--- config.mk ---
export PLATFORM = sky130hd
export DESIGN_NAME = instr_encoder
export DESIGN_NICKNAME = d
export VERILOG_FILES = /design/src/rtl/instr_encoder_pkg.sv /design/src/rtl/instr_word_pack.sv /design/src/rtl/instr_encoder.sv
export SDC_FILE = /design/constraint.sdc
export NUM_CORES = 1
export LEC_CHECK = 0
export CORE_MARGIN = 1
export CORE_UTILIZATION = 45
export DETAILED_ROUTE_END_ITERATION = 10
export PLACE_DENSITY = 0.74
export SLEW_MARGIN = 15
export SYNTH_ARGS = -nofsm -noshare
export SYNTH_HDL_FRONTEND = slang
export SYNTH_SLANG_ARGS = --single-unit
--- constraint.sdc ---
create_clock -name clk -period 2 [get_ports clk]
set_clock_uncertainty 0.15 [all_clocks]
set_input_delay 0.2 -clock clk [delete_from_list [all_inputs] [get_ports clk]]
set_output_delay 0.2 -clock clk [all_outputs]
set_load 0.01 [all_outputs]
--- src/rtl/instr_encoder_pkg.sv ---
// rtl/instr_encoder_pkg.sv - opcodes, word layout, states and error codes shared by the encoder
package instr_encoder_pkg;

  localparam logic [4:0] OP_NOP         = 5'd0;
  localparam logic [4:0] OP_ADD         = 5'd1;
  localparam logic [4:0] OP_SUB         = 5'd2;
  localparam logic [4:0] OP_MUL         = 5'd3;
  localparam logic [4:0] OP_MADD        = 5'd4;
  localparam logic [4:0] OP_SHL         = 5'd5;
  localparam logic [4:0] OP_SHR         = 5'd6;
  localparam logic [4:0] OP_MIN         = 5'd7;
  localparam logic [4:0] OP_MAX         = 5'd8;
  localparam logic [4:0] OP_DELAY_READ  = 5'd16;
  localparam logic [4:0] OP_DELAY_WRITE = 5'd17;
  localparam logic [4:0] OP_LUT_READ    = 5'd18;
  localparam logic [4:0] OP_MEM_READ    = 5'd19;
  localparam logic [4:0] OP_MEM_WRITE   = 5'd20;

  localparam int OP_LSB        = 0;
  localparam int FMT_BIT       = 5;
  localparam int SRC_A_LSB     = 6;
  localparam int SRC_B_LSB     = 11;
  localparam int SRC_C_LSB     = 16;
  localparam int F0_DEST_LSB   = 21;
  localparam int SHIFT_LSB     = 25;
  localparam int SAT_DIS_BIT   = 30;
  localparam int SHIFT_DIS_BIT = 31;
  localparam int F1_DEST_LSB   = 16;
  localparam int RES_LSB       = 20;

  localparam logic [1:0] ST_IDLE  = 2'd0;
  localparam logic [1:0] ST_LOAD  = 2'd1;
  localparam logic [1:0] ST_DONE  = 2'd2;
  localparam logic [1:0] ST_ERROR = 2'd3;

  localparam logic [1:0] ERR_NONE       = 2'd0;
  localparam logic [1:0] ERR_ILLEGAL_OP = 2'd1;
  localparam logic [1:0] ERR_OVERFLOW   = 2'd2;
  localparam logic [1:0] ERR_CONFLICT   = 2'd3;

  typedef struct packed {
    logic [4:0]  op;
    logic [4:0]  src_a;
    logic [4:0]  src_b;
    logic [4:0]  src_c;
    logic [3:0]  dest;
    logic [4:0]  shift;
    logic        saturate_disable;
    logic        shift_disable;
    logic [11:0] res_addr;
    logic        last;
  } rec_t;

  // Resource opcodes carry a 12-bit resource address and use format 1.
  function automatic logic is_resource_op(input logic [4:0] op);
    return op inside {OP_DELAY_READ, OP_DELAY_WRITE, OP_LUT_READ, OP_MEM_READ, OP_MEM_WRITE};
  endfunction

endpackage

--- src/rtl/instr_word_pack.sv ---
// rtl/instr_word_pack.sv - combinational packer from instruction fields to a 32-bit word
module instr_word_pack
  import instr_encoder_pkg::*;
(
  input  logic [4:0]  op,
  input  logic [4:0]  src_a,
  input  logic [4:0]  src_b,
  input  logic [4:0]  src_c,
  input  logic [3:0]  dest,
  input  logic [4:0]  shift,
  input  logic        saturate_disable,
  input  logic        shift_disable,
  input  logic [11:0] res_addr,
  input  logic        fmt,
  output logic [31:0] word
);

  always_comb begin
    word = '0;
    word[OP_LSB +: 5]    = op;
    word[FMT_BIT]        = fmt;
    word[SRC_A_LSB +: 5] = src_a;
    word[SRC_B_LSB +: 5] = src_b;
    if (fmt) begin
      word[F1_DEST_LSB +: 4] = dest;
      word[RES_LSB +: 12]    = res_addr;
    end else begin
      word[SRC_C_LSB +: 5]   = src_c;
      word[F0_DEST_LSB +: 4] = dest;
      word[SHIFT_LSB +: 5]   = shift;
      word[SAT_DIS_BIT]      = saturate_disable;
      word[SHIFT_DIS_BIT]    = shift_disable;
    end
  end

endmodule

--- src/rtl/instr_encoder.sv ---
// rtl/instr_encoder.sv - two-stage encoder writing packed instruction words into block RAM
module instr_encoder
  import instr_encoder_pkg::*;
#(
  parameter int N_INSTRS = 256,
  parameter int N_OPS    = 32
) (
  input  logic                        clk,
  input  logic                        reset_n,
  input  logic                        start,
  input  logic                        in_valid,
  output logic                        in_ready,
  input  logic                        in_last,
  input  logic [4:0]                  op,
  input  logic [4:0]                  src_a,
  input  logic [4:0]                  src_b,
  input  logic [4:0]                  src_c,
  input  logic [3:0]                  dest,
  input  logic [4:0]                  shift,
  input  logic                        saturate_disable,
  input  logic                        shift_disable,
  input  logic [11:0]                 res_addr,
  input  logic                        mem_busy,
  output logic                        wr_en,
  output logic [$clog2(N_INSTRS)-1:0] wr_addr,
  output logic [31:0]                 wr_data,
  output logic                        done,
  output logic [$clog2(N_INSTRS):0]   n_written,
  output logic                        err,
  output logic [1:0]                  err_code
);

  localparam int              AW         = $clog2(N_INSTRS);
  localparam logic [AW:0]     FULL_COUNT = (AW+1)'(N_INSTRS);
  localparam logic [AW-1:0]   LAST_ADDR  = AW'(N_INSTRS - 1);

  logic [1:0]  state;
  rec_t        in_rec, s0, s1;
  logic        s0_valid, s1_valid, last_seen;
  logic        load, fmt, chk_fail, s1_adv;
  logic [1:0]  chk_code;
  logic [31:0] word;

  always_comb begin
    in_rec = '{op: op, src_a: src_a, src_b: src_b, src_c: src_c, dest: dest, shift: shift,
               saturate_disable: saturate_disable, shift_disable: shift_disable,
               res_addr: res_addr, last: in_last};
  end

  assign fmt = is_resource_op(s1.op);

  instr_word_pack u_pack (
    .op               (s1.op),
    .src_a            (s1.src_a),
    .src_b            (s1.src_b),
    .src_c            (s1.src_c),
    .dest             (s1.dest),
    .shift            (s1.shift),
    .saturate_disable (s1.saturate_disable),
    .shift_disable    (s1.shift_disable),
    .res_addr         (s1.res_addr),
    .fmt              (fmt),
    .word             (word)
  );

  // Checks act on the word about to be written, so the overflow test sees the live count.
  always_comb begin
    chk_code = ERR_NONE;
    if (int'(s1.op) >= N_OPS)                             chk_code = ERR_ILLEGAL_OP;
    else if (n_written == FULL_COUNT)                     chk_code = ERR_OVERFLOW;
    else if (fmt && (s1.src_c != '0 || s1.shift != '0))   chk_code = ERR_CONFLICT;
  end

  assign load     = (state == ST_LOAD);
  assign chk_fail = load && s1_valid && (chk_code != ERR_NONE);
  assign wr_en    = load && s1_valid && (chk_code == ERR_NONE) && !mem_busy && !start;
  assign s1_adv   = !s1_valid || wr_en;
  assign in_ready = load && !start && !chk_fail && !last_seen && (!s0_valid || s1_adv);
  assign wr_data  = s1_valid ? word : '0;
  assign done     = (state == ST_DONE);
  assign err      = (state == ST_ERROR);

  always_ff @(posedge clk) begin
    if (!reset_n) begin
      state     <= ST_IDLE;
      s0        <= '0;
      s1        <= '0;
      s0_valid  <= 1'b0;
      s1_valid  <= 1'b0;
      last_seen <= 1'b0;
      n_written <= '0;
      wr_addr   <= '0;
      err_code  <= ERR_NONE;
    end else if (start) begin
      state     <= ST_LOAD;
      s0_valid  <= 1'b0;
      s1_valid  <= 1'b0;
      last_seen <= 1'b0;
      n_written <= '0;
      wr_addr   <= '0;
      err_code  <= ERR_NONE;
    end else begin
      if (in_valid && in_ready) begin
        s0       <= in_rec;
        s0_valid <= 1'b1;
        if (in_last) last_seen <= 1'b1;
      end else if (s0_valid && s1_adv) begin
        s0_valid <= 1'b0;
      end
      if (s1_adv) begin
        s1_valid <= s0_valid;
        s1       <= s0;
      end
      if (wr_en) begin
        n_written <= n_written + 1'b1;
        if (wr_addr != LAST_ADDR) wr_addr <= wr_addr + 1'b1;
        if (s1.last) state <= ST_DONE;
      end
      if (chk_fail) begin
        state    <= ST_ERROR;
        err_code <= chk_code;
      end
    end
  end

endmodule

# ---- Word-level counts from Yosys, hierarchy flattened
# Index checks and enable logic that the tools add are counted.
dict set report word_totals {
  register_bits 112
  latch_bits 0
  mem_bits_rw 0
  romBits 0
  inputBits 49
  out_inout_bits 55
  elab_cells 90
  memories 0
}
dict set report classes {
  add_sub_neg 2
  mul 0
  div 0
  magnitude_cmp 0
  eq_ne 10
  n_shift 0
  mux 10
  bitwise 2
  reduce_logical 38
}
# op n
set op_table {}
lappend op_table {{$mux W32} 1}
lappend op_table {{$eq A5 B5 Y1 const B} 5}
lappend op_table {{$mux W16} 1}
lappend op_table {{$reduce_bool A5 Y1} 3}
lappend op_table {{$logic_and A1 B1 Y1} 12}
lappend op_table {{$reduce_and A2 Y1} 6}
lappend op_table {{$mux W2} 5}
lappend op_table {{$add A9 B1 Y9 const B} 1}
lappend op_table {{$eq A9 B9 Y1 const B} 1}
lappend op_table {{$add A8 B1 Y8 const B} 1}
lappend op_table {{$ne A8 B8 Y1 const B} 1}
lappend op_table {{$reduce_bool A2 Y1} 4}
lappend op_table {{$logic_not A1 Y1} 6}
lappend op_table {{$reduce_bool A3 Y1} 2}
lappend op_table {{$eq A2 B2 Y1 const B} 2}
lappend op_table {{$logic_or A1 B1 Y1} 3}
lappend op_table {{$mux W1} 3}
lappend op_table {{$eq A2 B1 Y1 const B} 1}
lappend op_table {{$logic_not A2 Y1} 1}
lappend op_table {{$not A1 Y1} 2}
lappend op_table {{$reduce_or A2 Y1} 1}

# ---- Logic depth before layout (Yosys ltp)
dict set report logic_depth {
  depth_word 14
  mapped_depth 9
}

# ---- By module
# A second synthesis with hierarchy kept.
dict set report unflattened {
  hier_cells 556
  hier_area_um2 5327.6
}
# module instances cells_per_inst area_per_inst_um2
set modules_own_cells {}
lappend modules_own_cells {instr_encoder 1 522 4958.5}
lappend modules_own_cells {instr_word_pack 1 34 369.1}

# ---- Least setup slack after synthesis
# Ideal clock, no wire load.
dict set report synth_timing {
  path_type {register to register}
  startpoint {reg n_written[0]}
  endpoint {reg s0[0] (netlist bit)}
  setup_ns 0.072
  arrival_ns 2.064
  required_time_ns 1.778
  slack_ns -0.286
  stages_incl_launch_ff 10
  synth_period_minus_slack_ns 2.286
  path_cell_list {dfxtp_1 -> inv_1 -> ha_1 -> nor4b_4 -> a2111o_1 -> a2bb2oi_2 -> and4_4 -> buf_12 -> buf_12 -> mux2i_1}
}
dict set report synth_between {
  elab_chain_cells 11
  word_cells_on_any_way 16
  cone_classes {eq/ne: 1; mux: 1; reduce/logical: 14}
}
# element line_no
set synth_rtl {}
lappend synth_rtl {{from (decl)} instr_encoder.sv:28} ;# output logic [$clog2(N_INSTRS):0] n_written,
lappend synth_rtl {{from (signal assigned)} instr_encoder.sv:115} ;# n_written <= n_written + 1'b1;
lappend synth_rtl {{$eq A9 B9 Y1 (*)} instr_encoder.sv:70} ;# else if (n_written == FULL_COUNT) chk_code = ERR_OVERFLOW;
lappend synth_rtl {{$mux W2 (*)} instr_encoder.sv:70}
lappend synth_rtl {{$logic_not A2 Y1} instr_encoder.sv:76} ;# assign wr_en = load && s1_valid && (chk_code == ERR_NONE) && !mem_busy && !start;
lappend synth_rtl {{$logic_and A1 B1 Y1 (3 in series)} instr_encoder.sv:76}
lappend synth_rtl {{$logic_or A1 B1 Y1} instr_encoder.sv:77} ;# assign s1_adv = !s1_valid || wr_en;
lappend synth_rtl {{$logic_or A1 B1 Y1} instr_encoder.sv:78} ;# assign in_ready = load && !start && !chk_fail && !last_seen && (!s0_valid || s1_adv);
lappend synth_rtl {{$logic_and A1 B1 Y1 (*)} instr_encoder.sv:78}
lappend synth_rtl {{$logic_and A1 B1 Y1 (*)} instr_encoder.sv:103} ;# if (in_valid && in_ready) begin
lappend synth_rtl {{$reduce_and A2 Y1 (no line) (*)} -}
lappend synth_rtl {{to (signal assigned)} instr_encoder.sv:104} ;# s0 <= in_rec;
lappend synth_rtl {{to (decl)} instr_encoder.sv:38} ;# rec_t in_rec, s0, s1;
# Mark *: on every way between the ends. The rest lies on a longest branch, timed or not.
# A chain may end at the register's enable or synchronous reset.

# ---- Worst setup path in the final report
dict set report layout_timing {
  startpoint {reg n_written[2]}
  endpoint {reg s0[1] (netlist bit)}
}
# Same word-level chain as after synthesis.

==> impl_metrics.csv <==
group,metric,value,unit
outcome,run_status,"finished, violations left",
outcome,failed_checks,"negative setup slack",
clocking,cts.htree.levels,3,
clocking,tritoncts,"done",
worst_setup_path,crit_start,"n_written[2]$_SDFFE_PP0P_",
logic_synthesis,synth.largest_area_cell,"sky130_fd_sc_hd__dfxtp_1",
timing,timing_worst_slew_pin_value,0.360,ns
logic_synthesis,yosysWarningCount,0,
detailed_routing,wl_met2,7030,microns
logic_synthesis,syn-num-nets,610,
min_path,min-delay-path-class,"in2reg",
grt,grt_max_degree,88,
worst_setup_path,critical_path_class,"reg2reg",
logic_synthesis,yosysMostFrequentCell,"sky130_fd_sc_hd__nand2_1",
logic_synthesis,syn-mean-instance-area,9.08,sq um
timing,worst_slew_margin_rel,0.759,
timing,post-route-period-util,1.17,
timing,unrepaired_setup_endpoints_after_global_routing,"yes",
detailed_routing,wire_per_inst,15.6,microns
worst_setup_path,critical_path.reg2reg.startpoint,"n_written[2]$_SDFFE_PP0P_",
detailed_routing,postRouteWirelength,13800,microns
worst_setup_path,worstRegToRegCells,9,
clocking,clock_latency_at_the_later_pin_of_the_worst_skew_pair,0.37,ns
clocking,clock_tree.buffer_depth,2,
final_layout,area_growth,48.3,%
place,dp.final_hpwl,8570,microns
floorplanning,num_rows,38,
floorplanning,floorplan.die_area,0.0117,sq mm
timing,timing.final.crit_period,2.34,ns
worst_setup_path,rr_endpoint,"s0[1]$_SDFFE_PN0P_",
detailed_routing,detailroute.via_count,4538,
power_and_ir_drop,p_total,0.00419,W
floorplanning,die_width,108,microns
grt,grt_usage,0.227,
logic_synthesis,syn-cell-area,0.00507,sq mm
detailed_routing,top_layer,"met4",
grt,first_global_vias,4439,
logic_synthesis,leading_cell_types_by_count_after_synthesis,"177 x sky130_fd_sc_hd__nand2_1, 112 x sky130_fd_sc_hd__dfxtp_1, 89 x sky130_fd_sc_hd__mux2i_1",
logic_synthesis,ys_seq_area_frac,0.442,
logic_synthesis,synthDistinctLibCells,50,
detailed_routing,drcViolationCount,0,
power_and_ir_drop,worst_ir_drop_vdd,0.343,mV
final_layout,finish.utilization,0.690,
logic_synthesis,synth_enable_flop_cells,0,
floorplanning,floorplan.initialDensity,0.466,
power_and_ir_drop,cellLeakagePower,3.01,nW
final_layout,antenna-diode-count,0,
logic_synthesis,synthTopCellsByArea,"sky130_fd_sc_hd__dfxtp_1 44%, sky130_fd_sc_hd__mux2i_1 18%, sky130_fd_sc_hd__nand2_1 13%",
worst_setup_path,critPathCaptureType,"flip-flop",
logic_synthesis,postSynth.asyncResetShare,0,
timing,fmaxAchievable,0.427,GHz
logic_synthesis,postSynthRegisterBits,112,
floorplanning,io_pins,104,
detailed_routing,route.antenna.remaining_nets,0,
clocking,clock_sink_count,112,
logic_synthesis,post-synth-top-area-fraction,0.442,
timing,finalSetupViolations,114,
final_layout,final_area,0.00752,sq mm
floorplanning,die-height,108,microns
clocking,numCtsBuffers,9,
worst_setup_path,cp.arrival,2.49,ns
run,max_cap_viol_count,0,
detailed_routing,dr.first_iter.drc_count,132,
grt,globalRouteOverflowTotal,0,
floorplanning,coreArea,0.0109,sq mm
timing,worst_hold_slack,0.0194,ns
power_and_ir_drop,power_density,558,mW/mm^2
grt,antenna_found_initial,0,
timing,setup-tns-final,-23.85,ns
detailed_routing,vias_per_cell,5.15,
worst_setup_path,cp.required,2.15,ns
place,finalWeightedCongestion,0.863,
worst_setup_path,reg2reg_slack,-0.34,ns
min_path,min_from,"reset_n",
logic_synthesis,synth_flop_cell,"sky130_fd_sc_hd__dfxtp_1",
timing,final_max_tran_viols,0,
detailed_routing,wl_met1,6000,microns
clocking,clock_tree.root_cell,"sky130_fd_sc_hd__clkbuf_8",
clocking,clk_transition_reported_paths,0.11,ns
place,numPortBuffers,103,
timing,setup_ws,-0.344,ns
detailed_routing,dr.pass1.iters,4,
final_layout,fin_nets,789,
detailed_routing,met3RoutedLength,445,microns
worst_setup_path,critPathCapture,"s0[1]$_SDFFE_PN0P_",
place,detailed_place.area,0.00660,sq mm
grt,first_pass_grt_wire_length,20700,microns
worst_setup_path,critical_path_peak_fanout,10,
final_layout,drive_above_1_share,0.276,
worst_setup_path,startpoint_type,"flip-flop",
logic_synthesis,synth_cells,558,
timing,hold_viol,0,
## per-stage QoR
step,cells,worst slack [ns]
final,882,-0.344
after detailed placement,830,-0.325
after global routing,882,-0.410
after global placement,830,-0.293
after floorplan,558,-0.154
after CTS,866,-0.304
## registers in the layout, summed over array words and instances, names as in the netlist
| signal | cells |
|---|---|
| s0 | 44 |
| s1 | 44 |
| n_written | 9 |
| wr_addr | 8 |
| err_code | 2 |
| state | 2 |
| last_seen | 1 |
| s0_valid | 1 |
| s1_valid | 1 |
## power by group
group / leakage [nW] / total (W) / internal, W / switching (W)
Combinational: 1.99 / 0.000469 / 0.000261 / 0.000208
Clock: 0.105 / 0.00144 / 0.000635 / 0.000805
Sequential: 0.909 / 0.00228 / 0.00226 / 0.0000173
## cell families after synthesis
kind of cell    after synthesis  synth area share
mux                          89             0.176
compound gates               51            0.0773
fa+ha+maj                     3           0.00741
flops                       112             0.442
buf+inv                      44            0.0568
xor+xnor                      8            0.0138
simple gates                251             0.227
## worst min path at each step
stage | endpoint | depth (start not counted) | slack (ns)
final | s1[42]$_SDFFE_PN0P_ | 3 | 0.02
after global routing | s1[41]$_SDFFE_PN0P_ | 3 | 0.004
after global placement | s1[30]$_SDFFE_PN0P_ | 2 | 0.29
after CTS | s1[42]$_SDFFE_PN0P_ | 3 | 0.01
after floorplan | s0[10]$_SDFFE_PN0P_ | 2 | 0.19
after detailed placement | s1[34]$_SDFFE_PN0P_ | 2 | 0.30
## what timing repair did
item | in CTS | in global routing
pin swaps | 12 | 26
hold endpoints to repair | 0 | 0
buffers inserted | 15 | 16
gates resized for setup | 153 | 59
hold buffers | 0 | 0
cloned | 5 | 4
setup endpoints to repair | 131 | 126
## cells in the final DEF, fill, tap and decap left out, types with 3 or more instances in the layout
cell type	count
sky130_fd_sc_hd__a21boi_1	3
sky130_fd_sc_hd__a21boi_2	13
sky130_fd_sc_hd__a21oi_1	7
sky130_fd_sc_hd__and2_1	18
sky130_fd_sc_hd__buf_12	8
sky130_fd_sc_hd__buf_16	5
sky130_fd_sc_hd__buf_2	16
sky130_fd_sc_hd__buf_4	63
sky130_fd_sc_hd__buf_6	20
sky130_fd_sc_hd__buf_8	4
sky130_fd_sc_hd__clkbuf_16	3
sky130_fd_sc_hd__clkbuf_8	10
sky130_fd_sc_hd__clkdlybuf4s50_1	70
sky130_fd_sc_hd__dfxtp_1	106
sky130_fd_sc_hd__dfxtp_2	3
sky130_fd_sc_hd__dfxtp_4	3
sky130_fd_sc_hd__dlygate4sd2_1	13
sky130_fd_sc_hd__inv_1	6
sky130_fd_sc_hd__mux2i_1	89
sky130_fd_sc_hd__nand2_1	155
sky130_fd_sc_hd__nand2_2	14
sky130_fd_sc_hd__nand2_4	8
sky130_fd_sc_hd__nand3_1	8
sky130_fd_sc_hd__nor2_1	18
sky130_fd_sc_hd__o211ai_1	6
sky130_fd_sc_hd__o21ai_2	3
sky130_fd_sc_hd__xnor2_1	4
sky130_fd_sc_hd__xor2_1	3
## metal layers
| layer | vias up | track usage |
|---|---|---|
| met5 | - | 0 |
| met4 | 0 | 0.0812 |
| met3 | 25 | 0.0277 |
| met2 | 117 | 0.405 |
| met1 | 2161 | 0.279 |
| li1 | 2235 | - |
## worst max-delay path, cell delays in order, from the launching register on
cell	delay [ns]
sky130_fd_sc_hd__dfxtp_1	0.41
sky130_fd_sc_hd__nor4b_4	0.06
sky130_fd_sc_hd__buf_4	0.16
sky130_fd_sc_hd__a2111o_1	0.45
sky130_fd_sc_hd__a2bb2oi_2	0.17
sky130_fd_sc_hd__buf_4	0.13
sky130_fd_sc_hd__and4_4	0.25
sky130_fd_sc_hd__buf_12	0.12
sky130_fd_sc_hd__clkbuf_16	0.17
sky130_fd_sc_hd__mux2i_1	0.20
## final cells by class
type	count	area, sq um
inverter	9	36.3
sequential	112	2260
clock buffer	10	138
tap	140	175
fill	879	3370
multi-input combinational	402	2800
timing repair buffer	203	2030
clock inverter	6	75.1
Power figures use the tool's default switching activity.
